File: src/rtl/cg_mem_pkg.sv
// cg_mem_pkg: shared RAM-op and CPU access state types for the system RAM arbiter
package cg_mem_pkg;
  localparam int RAM_AW = 16;
  typedef enum logic [1:0] {IDLE, ISSUED, DATA, ACK} cpu_st_t;
  typedef struct packed {
    logic              ce;
    logic              we;
    logic [RAM_AW-1:0] addr;
    logic [7:0]        data;
  } ram_op_t;
endpackage

File: src/rtl/dn_fifo.sv
// dn_fifo: synchronous FIFO buffering download {addr, data} entries, with occupancy count
module dn_fifo #(
  parameter int DEPTH = 4,
  parameter int W = 24
) (
  input  logic                   clk_sys,
  input  logic                   reset,
  input  logic                   clr,
  input  logic                   push,
  input  logic                   pop,
  input  logic [W-1:0]           din,
  output logic [W-1:0]           dout,
  output logic [$clog2(DEPTH):0] count,
  output logic                   full,
  output logic                   empty
);
  localparam int PW = $clog2(DEPTH);
  logic [W-1:0] mem [DEPTH];
  logic [PW-1:0] wp, rp;
  assign dout = mem[rp];
  assign full = count == (PW+1)'(DEPTH);
  assign empty = count == '0;
  always_ff @(posedge clk_sys or posedge reset)
    if (reset) begin
      wp <= '0;
      rp <= '0;
      count <= '0;
    end else if (clr) begin
      wp <= '0;
      rp <= '0;
      count <= '0;
    end else begin
      wp <= push ? wp + PW'(1) : wp;
      rp <= pop ? rp + PW'(1) : rp;
      count <= count + (PW+1)'(push) - (PW+1)'(pop);
    end
  always_ff @(posedge clk_sys)
    if (push && !clr) mem[wp] <= din;
endmodule

File: src/rtl/dn_ram_arbiter.sv
// dn_ram_arbiter: shares the single-port system RAM between the Z80 bus and the ioctl download FIFO
module dn_ram_arbiter
  import cg_mem_pkg::*;
#(
  parameter int AW = RAM_AW,
  parameter int FIFO_DEPTH = 4,
  parameter int MAX_CPU_RUN = 4
) (
  input  logic          clk_sys,
  input  logic          reset,
  input  logic          cpu_req,
  input  logic          cpu_we,
  input  logic [AW-1:0] cpu_addr,
  input  logic [7:0]    cpu_din,
  output logic [7:0]    cpu_dout,
  output logic          cpu_ack,
  input  logic          dn_go,
  input  logic          dn_wr,
  input  logic [24:0]   dn_addr,
  input  logic [7:0]    dn_data,
  output logic          dn_wait,
  output logic          dn_done,
  output logic          dn_err,
  output logic          ram_ce,
  output logic          ram_we,
  output logic [AW-1:0] ram_addr,
  output logic [7:0]    ram_din,
  input  logic [7:0]    ram_dout
);
  localparam int CW = $clog2(FIFO_DEPTH) + 1;
  localparam int RW = $clog2(MAX_CPU_RUN + 1);
  cpu_st_t st, st_nxt;
  ram_op_t ram_q;
  logic [CW-1:0] count, cnt_nxt;
  logic [AW+7:0] head;
  logic [RW-1:0] cpu_run;
  logic full, empty, go_q, go_rise, go_fall, addr_ok, push;
  logic cpu_cand, fifo_grant, cpu_grant, fifo_op_q, done_arm, fire;
  assign go_rise = dn_go & ~go_q;
  assign go_fall = ~dn_go & go_q;
  assign addr_ok = dn_addr[24:AW] == '0;
  assign cpu_cand = cpu_req && st == IDLE;
  // A stale head must not reach the RAM in the cycle the FIFO is being flushed
  assign fifo_grant = !empty && !go_rise && (full || cpu_run == RW'(MAX_CPU_RUN) || !cpu_cand);
  assign cpu_grant = cpu_cand && !fifo_grant;
  assign push = dn_wr && addr_ok && (!full || fifo_grant);
  assign cnt_nxt = go_rise ? '0 : count + CW'(push) - CW'(fifo_grant);
  assign fire = done_arm && empty && !fifo_op_q;
  assign ram_ce = ram_q.ce;
  assign ram_we = ram_q.we;
  assign ram_addr = ram_q.addr;
  assign ram_din = ram_q.data;
  dn_fifo #(.DEPTH(FIFO_DEPTH), .W(AW + 8)) u_fifo (
    .clk_sys(clk_sys),
    .reset(reset),
    .clr(go_rise),
    .push(push),
    .pop(fifo_grant),
    .din({dn_addr[AW-1:0], dn_data}),
    .dout(head),
    .count(count),
    .full(full),
    .empty(empty)
  );
  always_comb begin
    st_nxt = st;
    cpu_ack = 1'b0;
    st_nxt = st == IDLE ? (cpu_grant ? ISSUED : IDLE) : st == ISSUED ? DATA : st == DATA ? ACK : IDLE;
    cpu_ack = st == ACK;
  end
  always_ff @(posedge clk_sys or posedge reset)
    if (reset) begin
      st <= IDLE;
      ram_q <= '0;
      cpu_dout <= '0;
      cpu_run <= '0;
      go_q <= 1'b0;
      fifo_op_q <= 1'b0;
      done_arm <= 1'b0;
      dn_done <= 1'b0;
      dn_err <= 1'b0;
      dn_wait <= 1'b0;
    end else begin
      st <= st_nxt;
      go_q <= dn_go;
      fifo_op_q <= fifo_grant;
      dn_wait <= cnt_nxt >= CW'(FIFO_DEPTH - 1);
      cpu_dout <= st == DATA ? ram_dout : cpu_dout;
      cpu_run <= (empty || fifo_grant) ? '0 : cpu_grant ? cpu_run + RW'(1) : cpu_run;
      ram_q.ce <= cpu_grant | fifo_grant;
      ram_q.we <= fifo_grant | (cpu_grant & cpu_we);
      if (fifo_grant) {ram_q.addr, ram_q.data} <= head;
      else if (cpu_grant) {ram_q.addr, ram_q.data} <= {cpu_addr, cpu_din};
      dn_err <= !go_rise && (dn_err || (dn_wr && (!addr_ok || (full && !fifo_grant))));
      dn_done <= !go_rise && fire;
      done_arm <= !go_rise && (go_fall || (done_arm && !fire));
    end
endmodule
File: config.mk
export PLATFORM = sky130hd
export DESIGN_NAME = dn_ram_arbiter
export DESIGN_NICKNAME = d
export VERILOG_FILES = /design/src/rtl/cg_mem_pkg.sv /design/src/rtl/dn_fifo.sv /design/src/rtl/dn_ram_arbiter.sv
export SDC_FILE = /design/constraint.sdc
export NUM_CORES = 1
export LEC_CHECK = 0
export ABC_AREA = 1
export BUFFER_PORTS_ARGS = -buffer_cell sky130_fd_sc_hd__buf_2
export CORE_MARGIN = 2
export CORE_UTILIZATION = 45
export DETAILED_ROUTE_END_ITERATION = 16
export PLACE_DENSITY = 0.66
export REMOVE_ABC_BUFFERS = 1
export SYNTH_ARGS = -nofsm -noshare
export SYNTH_HDL_FRONTEND = slang
export SYNTH_HIERARCHICAL = 1
export SYNTH_SLANG_ARGS = --single-unit
File: constraint.sdc
create_clock -name clk_sys -period 3.3 [get_ports clk_sys]
set_input_delay 0.165 -clock clk_sys [delete_from_list [all_inputs] [get_ports clk_sys]]
set_output_delay 0.165 -clock clk_sys [all_outputs]
set_load 0.01 [all_outputs]
==> results.ini, run 1 <==
[status]
status=complete, no violations

[cells_and_area]
syn2layout_area_growth_pct=29.60
n_antenna_cell=0
nets=813
multi_input_area_um2=1846
register_area_um2=4189
drive_gt1_frac=0.2585
fillers=1158

[floorplanning]
core-area_um2=13990
fp.dieW_um=124.1
placementRows=43
dieArea_um2=15390
ios=109
start_util=0.4638
die_y_um=124.1

[cts]
path_clk_slew_ns=0.06
clk_latency_ns=0.42
numCtsBuffers=17
ctsResizeCount=0
clock_sinks=148
clk_path_buf_depth=2
cts_setup_buffers=0
htreeDepth=4
cts_root_buf=clkbuf_16
tritoncts=done

[route]
num_vias=4610
ant_nets=0
routed_wl_um=14210
post_drt_wl_per_cell_um=15.47
drc=0
first_pass_iters=6
drtIter0Drc=241
via_per_inst=5.016

[min_path]
min_from=cpu_addr[8]
hp-class=primary input to flop

[place]
gp_congestion=0.7831
portBuffers=108
place_hpwl_um=8476
pre_cts_ws_ns=0.5899

[sta]
slew_headroom=0.2628
setup-tns-final_ns=0
setup_ws_ns=0.5635
grt_setup_unrepaired=no
fin_crit_sh=0.8293
slew_violations=0
min_period_ns=2.737
hold_slack_ns=0.008094
finalHoldViolCount=0
setup_viol=0
fin_skew_ns=0.009890
worstMarginPinSlew_ns=1.106
clock.fmax_mhz=365.4

[power]
combPwrFrac=0.282
power_density_nw_per_um2=826.3
swShare=0.3280
irDropWorstVdd_mv=0.4582
clockPowerShare=0.331
p_leak_uw=0.003707
switchingPower_uw=2279
intPower_uw=4669
seqPwrFrac=0.387

[grt]
grt_use_total=0.1975
grt_start_max_net_pins=99
grt_pass1_vias=4682
antenna_found_initial=0
gr-total-overflow=0
grt_pass1_wl_um=22620

[critical_path]
startpoint=u_fifo/count[1]$_DFF_PP0_
crit_fanout=27
crit_arrival_ns=3.04
reg2reg_from=u_fifo/count[1]$_DFF_PP0_
worstPathRequired_ns=3.61
start_kind=flop
endpoint_kind=flop
critPathKind=flop to flop

[synthesis]
ys.flop_type=edfxtp_1
yosysWarnings=6
synthDistinctLibCells=34
synth_edf_count=96
ys_ff_latch=148
synthCells=566
async_flop_share=0.3514
syn_area_per_cell_um2=11.46
synth_area_um2=6487
yosysSeqAreaShare=0.6449

[job]
cap_violations=0

-- synthesized netlist by cell type (3+ instances only) --
master    number  area share
xor2_1         3      0.0041
edfxtp_1      96        0.44
o21ai_0       21       0.016
ha_1          14       0.027
a21oi_1       28       0.022
buf_2         12      0.0093
mux2_2         8       0.014
nand3_2        9       0.014
nor3_1         3      0.0023
o21ai_1        5      0.0039
dfrtp_1       52        0.20
buf_6          7       0.012
o211ai_2      15       0.029
nor2_1        17      0.0098
inv_1         79       0.046
nand2_1      101       0.058
clkbuf_1       5      0.0029
o211ai_1       9       0.010
nand3_1       63       0.049
-- registers in the layout, summed over array words and instances, names as in the netlist, 2 cells and up --
register / cells
u_fifo/mem: 96
ram_addr: 16
cpu_dout: 8
ram_din: 8
cpu_run: 3
u_fifo/count: 3
st: 2
u_fifo/rp: 2
u_fifo/wp: 2
-- cell type report --
type | instances | share of cell area
Tap cell | 180 | 0.02679
Sequential cell | 148 | 0.4982
Multi-Input combinational cell | 309 | 0.2195
Timing Repair Buffer | 169 | 0.1348
Clock buffer | 17 | 0.05060
Clock inverter | 15 | 0.03363
Inverter | 81 | 0.03646
-- logic make-up (layout without fill, tap and decap cells) --
logic type                 Yosys count  in the layout  share of synthesized area
adders and majority gates           16             16                    0.03317
xor gates and xnor gates             4              4                   0.005401
AOI/OAI and AO/OA                   83             83                    0.08794
DFF                                148            148                     0.6449
and+or+nand+nor                    198            198                     0.1394
buffers and inverters              109            282                    0.07522
muxes                                8              8                    0.01389
-- what timing repair did --
action | CTS | global route
setup endpoints to repair | 0 | 0
endpoints found under the hold margin | 133 | 0
hold buffers | 54 | 0
-- critical path, stage by stage (launching register included) --
cell and delay (ns):
dfrtp_1 0.46, inv_1 0.06, nand2_1 0.09, nor2_1 0.07
inv_2 0.12, nand2_4 0.24, nand2_1 0.16, nand4_1 0.12
inv_1 0.14, inv_1 0.08, ha_1 0.28, inv_1 0.06
ha_1 0.13, inv_1 0.05, fa_1 0.38, a21oi_1 0.13
nor2_1 0.06
-- path summary, 6_finish.rpt --
| kind | endpoint | slack (ns) | cells past startpoint |
|---|---|---|---|
| setup / recovery | u_fifo/count[2]$_DFF_PP0_ | 0.56 | 16 |
| hold reg to reg | dn_done$_DFF_PP0_ | 0.43 | 1 |
| setup reg to reg | u_fifo/count[2]$_DFF_PP0_ | 0.56 | 16 |
| max in group asynchronous | ram_din[2]$_DFFE_PP0P_ | 2.12 | 3 |
| hold / removal | ram_addr[8]$_DFFE_PP0P_ | 0.008 | 3 |
| min in group asynchronous | u_fifo/count[0]$_DFF_PP0_ | 0.24 | 3 |
-- power groups by stage --
| stage | registers, uW | logic (uW) | clock network [uW] |
|---|---|---|---|
| CTS | 2690 | 1980 | 2330 |
| global placement | 2700 | 1850 | 0 |
| floorplan | 2730 | 1180 | 0 |
| finish | 2690 | 1960 | 2300 |
| detailed placement | 2720 | 1910 | 0 |
| global route | 2750 | 2220 | 2400 |
-- cell usage in the layout (no fill, tap or decap), types with 7 or more instances in the layout --
cell type and instances:
mux2_2 8, dlygate4sd3_1 54, clkbuf_16 17, edfxtp_1 96, nand2_1 101, a21oi_1 28
o21ai_0 21, buf_2 108, o211ai_1 9, nand3_2 9, nand3_1 63, nor2_1 13
dfrtp_1 50, inv_1 78, ha_1 14, bufinv_16 8, o211ai_2 15, buf_4 7
-- routing by layer --
metal	track usage	wire length [um]
met4	0.07093	190
met2	0.3531	7252
met3	0.04258	869
met5	0	0
met1	0.2340	5900
-- metrics by stage --
stage                       util  power (uW)  cell area, um^2  instances
after global placement    0.5118        4544             7159        833
after detailed placement  0.5118        4633             7159        833
after global routing      0.6011        7371             8408        919
after floorplan                -        3909             6306        538
final                     0.6011        6948             8408        919
after CTS                 0.6011        6997             8408        919
Note: power is estimated with default switching activity, not from simulation.
==> run 2, diff against run 1 <==
==> constraint.sdc (replaced) <==
create_clock -name clk_sys -period 2.7 [get_ports clk_sys]
set_input_delay 0.135 -clock clk_sys [delete_from_list [all_inputs] [get_ports clk_sys]]
set_output_delay 0.135 -clock clk_sys [all_outputs]
set_load 0.01 [all_outputs]
==> results.ini, run 2 (synthesis gave the netlist of run 1 again) <==
[status]
status=complete, no violations  ; unchanged

[sta]
finalHoldViolCount=0  ; unchanged
min_period_ns=2.414  ; was 2.737 ns
slew_headroom=0.3145  ; was 0.2628
clock.fmax_mhz=414.3  ; was 365.4 MHz
fin_skew_ns=0.006601  ; was 0.009890 ns
grt_setup_unrepaired=no  ; unchanged
hold_slack_ns=0.1240  ; was 0.008094 ns
setup_viol=0  ; unchanged
worstMarginPinSlew_ns=1.028  ; was 1.106 ns
slew_violations=0  ; unchanged
fin_crit_sh=0.8940  ; was 0.8293

[grt]
grt_start_max_net_pins=99  ; unchanged
gr-total-overflow=0  ; unchanged
grt_pass1_vias=4433  ; was 4682
antenna_found_initial=0  ; unchanged
grt_use_total=0.1896  ; was 0.1975
grt_pass1_wl_um=21820  ; was 22620 um

[place]
place_inst=835  ; was 833
dpl_cell_area_um2=7224  ; was 7159 um^2
portBuffers=108  ; unchanged
place_hpwl_um=8079  ; was 8476 um
gp_congestion=0.7499  ; was 0.7831

[power]
clockPowerShare=0.294  ; was 0.331
swShare=0.3392  ; was 0.3280
seqPwrFrac=0.396  ; was 0.387
intPower_uw=5302  ; was 4669 uW
switchingPower_uw=2721  ; was 2279 uW
power_density_nw_per_um2=952.6  ; was 826.3 nW/um^2
irDropWorstVdd_mv=0.5094  ; was 0.4582 mV
combPwrFrac=0.310  ; was 0.282
p_leak_uw=0.003690  ; was 0.003707 uW

[cts]
clk_path_buf_depth=2  ; unchanged
clock_sinks=148  ; unchanged
path_clk_slew_ns=0.06  ; about the same
cts_root_buf=clkbuf_16  ; unchanged
clk_latency_ns=0.42  ; about the same
cts_setup_buffers=0  ; unchanged
numCtsBuffers=17  ; unchanged
tritoncts=done  ; unchanged
htreeDepth=4  ; unchanged

[critical_path]
crit_arrival_ns=2.76  ; was 3.04 ns
rrSetupSlack_ns=0.29  ; was 0.56 ns
max_stage_delay_ns=0.42  ; was 0.46 ns
endpoint_kind=flop  ; unchanged
crit_fanout=6  ; was 27
critPathKind=flop to flop  ; unchanged
critPathSlowestCell=dfrtp_2  ; was dfrtp_1
cp_cell_sequence=inv_1 -> nand2_1 -> nor2_1 -> inv_2 -> nand2_4 -> nand2_1 -> nand4_1 -> inv_2 -> inv_1 -> ha_1 -> inv_1 -> ha_1 -> inv_1 -> fa_1 -> nand3_1 -> nand2_1 -> nor2_1  ; was inv_1 -> nand2_1 -> nor2_1 -> inv_2 -> nand2_4 -> nand2_1 -> nand4_1 -> inv_1 -> inv_1 -> ha_1 -> inv_1 -> ha_1 -> inv_1 -> fa_1 -> a21oi_1 -> nor2_1
worstPathRequired_ns=3.04  ; was 3.61 ns
cp_common_cell=inv_1  ; unchanged
start_kind=flop  ; unchanged

[floorplanning]
fp.dieW_um=124.1  ; unchanged
placementRows=43  ; unchanged
ios=109  ; unchanged
die_y_um=124.1  ; unchanged
start_util=0.4638  ; unchanged
dieArea_um2=15390  ; unchanged
core-area_um2=13990  ; unchanged

[route]
post_drt_wl_per_cell_um=14.80  ; was 15.47 um
routed_wl_um=13720  ; was 14210 um
via_per_inst=4.930  ; was 5.016
first_pass_iters=4  ; was 6
drtIter0Drc=219  ; was 241
drc=0  ; unchanged
ant_nets=0  ; unchanged
num_vias=4570  ; was 4610

[cells_and_area]
drive_gt1_frac=0.2584  ; was 0.2585
final_cells=927  ; was 919
largest_register=u_fifo/mem  ; unchanged
final_cell_mix=108 x buf_2, 101 x nand2_1, 96 x edfxtp_1, 77 x inv_1, 63 x nand3_1  ; was 108 x buf_2, 101 x nand2_1, 96 x edfxtp_1, 78 x inv_1, 63 x nand3_1
syn2layout_area_growth_pct=29.82  ; was 29.60%
final_common_cell=buf_2  ; unchanged
n_antenna_cell=0  ; unchanged
final_area_um2=8422  ; was 8408 um^2
nets=821  ; was 813
largest_reg_flops=96  ; unchanged

[min_path]
hp-class=primary input to flop  ; unchanged

[job]
cap_violations=0  ; unchanged

run 2: changes by cell type in the layout (fill, tap and decap cells not counted), moves of 4 or more:
cell	change
clkbuf_1	+4
dlygate4sd3_1	+6
buf_12	+4
bufinv_16	-5
run 2: stage by stage:
step / worst slack [ns] / setup TNS (ns) / utilization / power (uW)
final: 0.2861 / 0 / 0.6021 / 8023
after global routing: 0.02060 / 0 / 0.6021 / 8576
after CTS: 0.1932 / 0 / 0.6020 / 8108
after detailed placement: 0.2034 / 0 / 0.5165 / 5650
after global placement: 0.3070 / 0 / 0.5165 / 5558
after floorplan: -0.09271 / -4.731 / - / 4778
run 2: critical path: cells and delay by family (launching register included):
| kind | cells | cell delay, ns |
|---|---|---|
| adders and majority gates | 3 | 0.78 |
| buffers and inverters | 6 | 0.45 |
| DFF | 1 | 0.42 |
| and+or+nand+nor | 8 | 0.70 |
run 2: timing repair:
item | in CTS | in global routing
gates resized for setup | 0 | 2
endpoints found under the setup margin | 0 | 1
hold endpoints to repair | 139 | 0
hold buffers | 60 | 0
run 2: final cells by class:
class | instances | area (um^2)
Fill cell | 1118 | 5567
Tap cell | 180 | 225.2
Sequential cell | 148 | 4190
Timing Repair Buffer | 177 | 1259
Clock inverter | 9 | 127.6
Multi-Input combinational cell | 309 | 1846
Clock buffer | 23 | 467.9
Inverter | 81 | 306.5
run 2: worst paths after layout:
path / start / endpoint / cells past startpoint
max in group asynchronous: reset / ram_din[5]$_DFFE_PP0P_ / 3
setup / recovery: u_fifo/count[1]$_DFF_PP0_ / u_fifo/count[2]$_DFF_PP0_ / 17
min in group asynchronous: reset / u_fifo/wp[0]$_DFFE_PP0P_ / 3
setup reg to reg: u_fifo/count[1]$_DFF_PP0_ / u_fifo/count[2]$_DFF_PP0_ / 17
hold reg to reg: fifo_op_q$_DFF_PP0_ / dn_done$_DFF_PP0_ / 1
hold / removal: dn_addr[24] / dn_err$_DFF_PP0_ / 5
run 2: power by group through the flow:
stage                     clock network (uW)  registers (uW)  logic (uW)
after floorplan                            0            3330        1450
after global placement                     0            3200        2360
after detailed placement                   0            3220        2430
after CTS                               2410            3180        2520
after global routing                    2490            3250        2840
final                                   2360            3180        2490
run 2: routing by layer:
metal / routed length, um / up-vias / share of wire / track usage
li1: - / 2251 / - / -
met1: 6203 / 2209 / 0.45 / 0.2435
met2: 6698 / 100 / 0.49 / 0.3156
met3: 654 / 10 / 0.048 / 0.04762
met4: 158 / 0 / 0.012 / 0.06180
met5: 0 / - / 0 / 0
==> run 3, diff against run 2 <==
--- a/config.mk
+++ b/config.mk
@@ -6,11 +6,10 @@
 export NUM_CORES = 1
 export LEC_CHECK = 0
 export ABC_AREA = 1
-export BUFFER_PORTS_ARGS = -buffer_cell sky130_fd_sc_hd__buf_2
 export CORE_MARGIN = 2
 export CORE_UTILIZATION = 45
 export DETAILED_ROUTE_END_ITERATION = 16
-export PLACE_DENSITY = 0.66
+export DONT_BUFFER_PORTS = 1
 export REMOVE_ABC_BUFFERS = 1
 export SYNTH_ARGS = -nofsm -noshare
 export SYNTH_HDL_FRONTEND = slang
==> results.ini, run 3 (synthesis gave the netlist of run 1 again) <==
[min_path]
hp-class=primary input to flop  ; unchanged
min_from=dn_addr[24]  ; unchanged

[sta]
fin_crit_sh=0.9204  ; was 0.8940
fin_skew_ns=0.009887  ; was 0.006601 ns
worstMarginPinSlew_ns=0.5714  ; was 1.028 ns
setup_viol=0  ; unchanged
slew_violations=0  ; unchanged
grt_setup_unrepaired=no  ; unchanged
clock.fmax_mhz=402.4  ; was 414.3 MHz
finalHoldViolCount=0  ; unchanged
min_period_ns=2.485  ; was 2.414 ns
setup-tns-final_ns=0  ; unchanged
slew_headroom=0.6191  ; was 0.3145

[critical_path]
crit_arrival_ns=2.82  ; was 2.76 ns
crit_fanout=5  ; was 6
critPathSlowestCell=dfrtp_1  ; was dfrtp_2
cp_common_cell=inv_1  ; unchanged
reg2reg_from=u_fifo/count[2]$_DFF_PP0_  ; was u_fifo/count[1]$_DFF_PP0_
worstPathRequired_ns=3.03  ; was 3.04 ns
start_kind=flop  ; unchanged
endpoint_kind=flop  ; unchanged
startpoint=u_fifo/count[2]$_DFF_PP0_  ; was u_fifo/count[1]$_DFF_PP0_
cp_cell_sequence=inv_1 -> nand2_1 -> nor2_1 -> inv_2 -> nand2_4 -> nand2_1 -> nand4_1 -> inv_2 -> inv_1 -> ha_1 -> inv_1 -> ha_1 -> inv_1 -> fa_1 -> nand3_1 -> nand2_1 -> nor2_1  ; unchanged
max_stage_delay_ns=0.38  ; was 0.42 ns
path_buf_inv=6  ; unchanged
critPathTopFamily=adder cells  ; unchanged
critPathKind=flop to flop  ; unchanged

[power]
irDropWorstVdd_mv=0.4375  ; was 0.5094 mV
p_total_uw=7988  ; was 8023 uW
power_density_nw_per_um2=1003  ; was 952.6 nW/um^2
p_leak_uw=0.003331  ; was 0.003690 uW

[cells_and_area]
largest_reg_flops=96  ; unchanged
fillers=1146  ; was 1118
register_area_um2=4190  ; unchanged
multi_input_area_um2=1846  ; unchanged
largest_register=u_fifo/mem  ; unchanged
syn2layout_area_growth_pct=22.82  ; was 29.82%
final_cell_mix=101 x nand2_1, 96 x edfxtp_1, 77 x inv_1, 63 x nand3_1, 60 x dlygate4sd3_1  ; was 108 x buf_2, 101 x nand2_1, 96 x edfxtp_1, 77 x inv_1, 63 x nand3_1
final_common_cell=nand2_1  ; was buf_2
n_antenna_cell=0  ; unchanged
nets=725  ; was 821
fin_util=0.5696  ; was 0.6021
final_area_um2=7968  ; was 8422 um^2
drive_gt1_frac=0.1505  ; was 0.2584

[cts]
path_clk_slew_ns=0.06  ; about the same
clock_sinks=148  ; unchanged
htreeDepth=4  ; unchanged
numCtsBuffers=17  ; unchanged
clk_latency_ns=0.41  ; was 0.42 ns
tritoncts=done  ; unchanged
cts_root_buf=clkbuf_16  ; unchanged
clk_path_buf_depth=2  ; unchanged

[place]
dpl_cell_area_um2=6721  ; was 7224 um^2
gp_congestion=0.7728  ; was 0.7499
portBuffers=0  ; was 108
place_hpwl_um=8940  ; was 8079 um

[grt]
grt_pass1_vias=4272  ; was 4433
grt_start_max_net_pins=53  ; was 99
grt_pass1_wl_um=21750  ; was 21820 um
grt_use_total=0.1931  ; was 0.1896
gr-total-overflow=0  ; unchanged
antenna_found_initial=0  ; unchanged

[route]
ant_nets=0  ; unchanged
post_drt_wl_per_cell_um=16.71  ; was 14.80 um
first_pass_iters=4  ; unchanged
routed_wl_um=13890  ; was 13720 um
drtIter0Drc=296  ; was 219
num_vias=4265  ; was 4570
drc=0  ; unchanged
via_per_inst=5.132  ; was 4.930

[floorplanning]
start_util=0.4638  ; unchanged
ios=109  ; unchanged
core-area_um2=13990  ; unchanged
die_y_um=124.1  ; unchanged
placementRows=43  ; unchanged
dieArea_um2=15390  ; unchanged
fp.dieW_um=124.1  ; unchanged

[job]
cap_violations=0  ; unchanged

[status]
status=complete, no violations  ; unchanged

[run 3: worst min-delay path: cells and delay by family]
kind               cells  cell delay (ns)
AOI/OAI and AO/OA      1             0.12
and+or+nand+nor        3             0.16
[run 3: where the power goes]
part	switching, uW	total, uW	internal, uW
combinational	1350	2230	884
sequential	506	3290	2780
clock	850	2470	1620
total	2710	7990	5280
[run 3: per-stage QoR]
step	setup WS, ns	hold slack [ns]	instances
2_1_floorplan	-0.09271	-0.06160	538
3_3_place_gp	0.2787	-0.02864	737
3_5_place_dp	0.1483	-0.01569	737
4_1_cts	0.1114	0.02942	829
5_1_grt	0.007665	0.05208	831
6_report	0.2148	0.04514	831
[run 3: final timing paths]
check,depth (start not counted),slack (ns),to
worst max-delay path,17,0.21,u_fifo/count[2]$_DFF_PP0_
worst min-delay path,4,0.05,dn_err$_DFF_PP0_
worst max register to register,17,0.21,u_fifo/count[2]$_DFF_PP0_
worst min register to register,1,0.44,dn_done$_DFF_PP0_
max in group asynchronous,3,1.75,ram_addr[15]$_DFFE_PP0P_
min in group asynchronous,2,0.16,u_fifo/wp[1]$_DFFE_PP0P_
[run 3: routing by layer]
metal / up-vias / global-route usage / routed length (um)
li1: 2057 / - / -
met1: 2074 / 0.2474 / 6121
met2: 126 / 0.3166 / 6941
met3: 8 / 0.05586 / 724
met4: 0 / 0.06320 / 98
met5: - / 0 / 0
[run 3: final cells by class]
type,instances,share of cell area
Clock buffer,23,0.05999
Clock inverter,9,0.01900
Inverter,81,0.03847
Multi-Input combinational cell,309,0.2316
Sequential cell,148,0.5259
Tap cell,180,0.02827
Timing Repair Buffer,81,0.09673
[run 3: repair_timing]
item                                   4_1_cts  5_1_grt
setup buffers                                0        2
endpoints found under the hold margin      154        0
hold buffers                                60        0
gates resized for setup                      0        2
setup endpoints to repair                    0        1
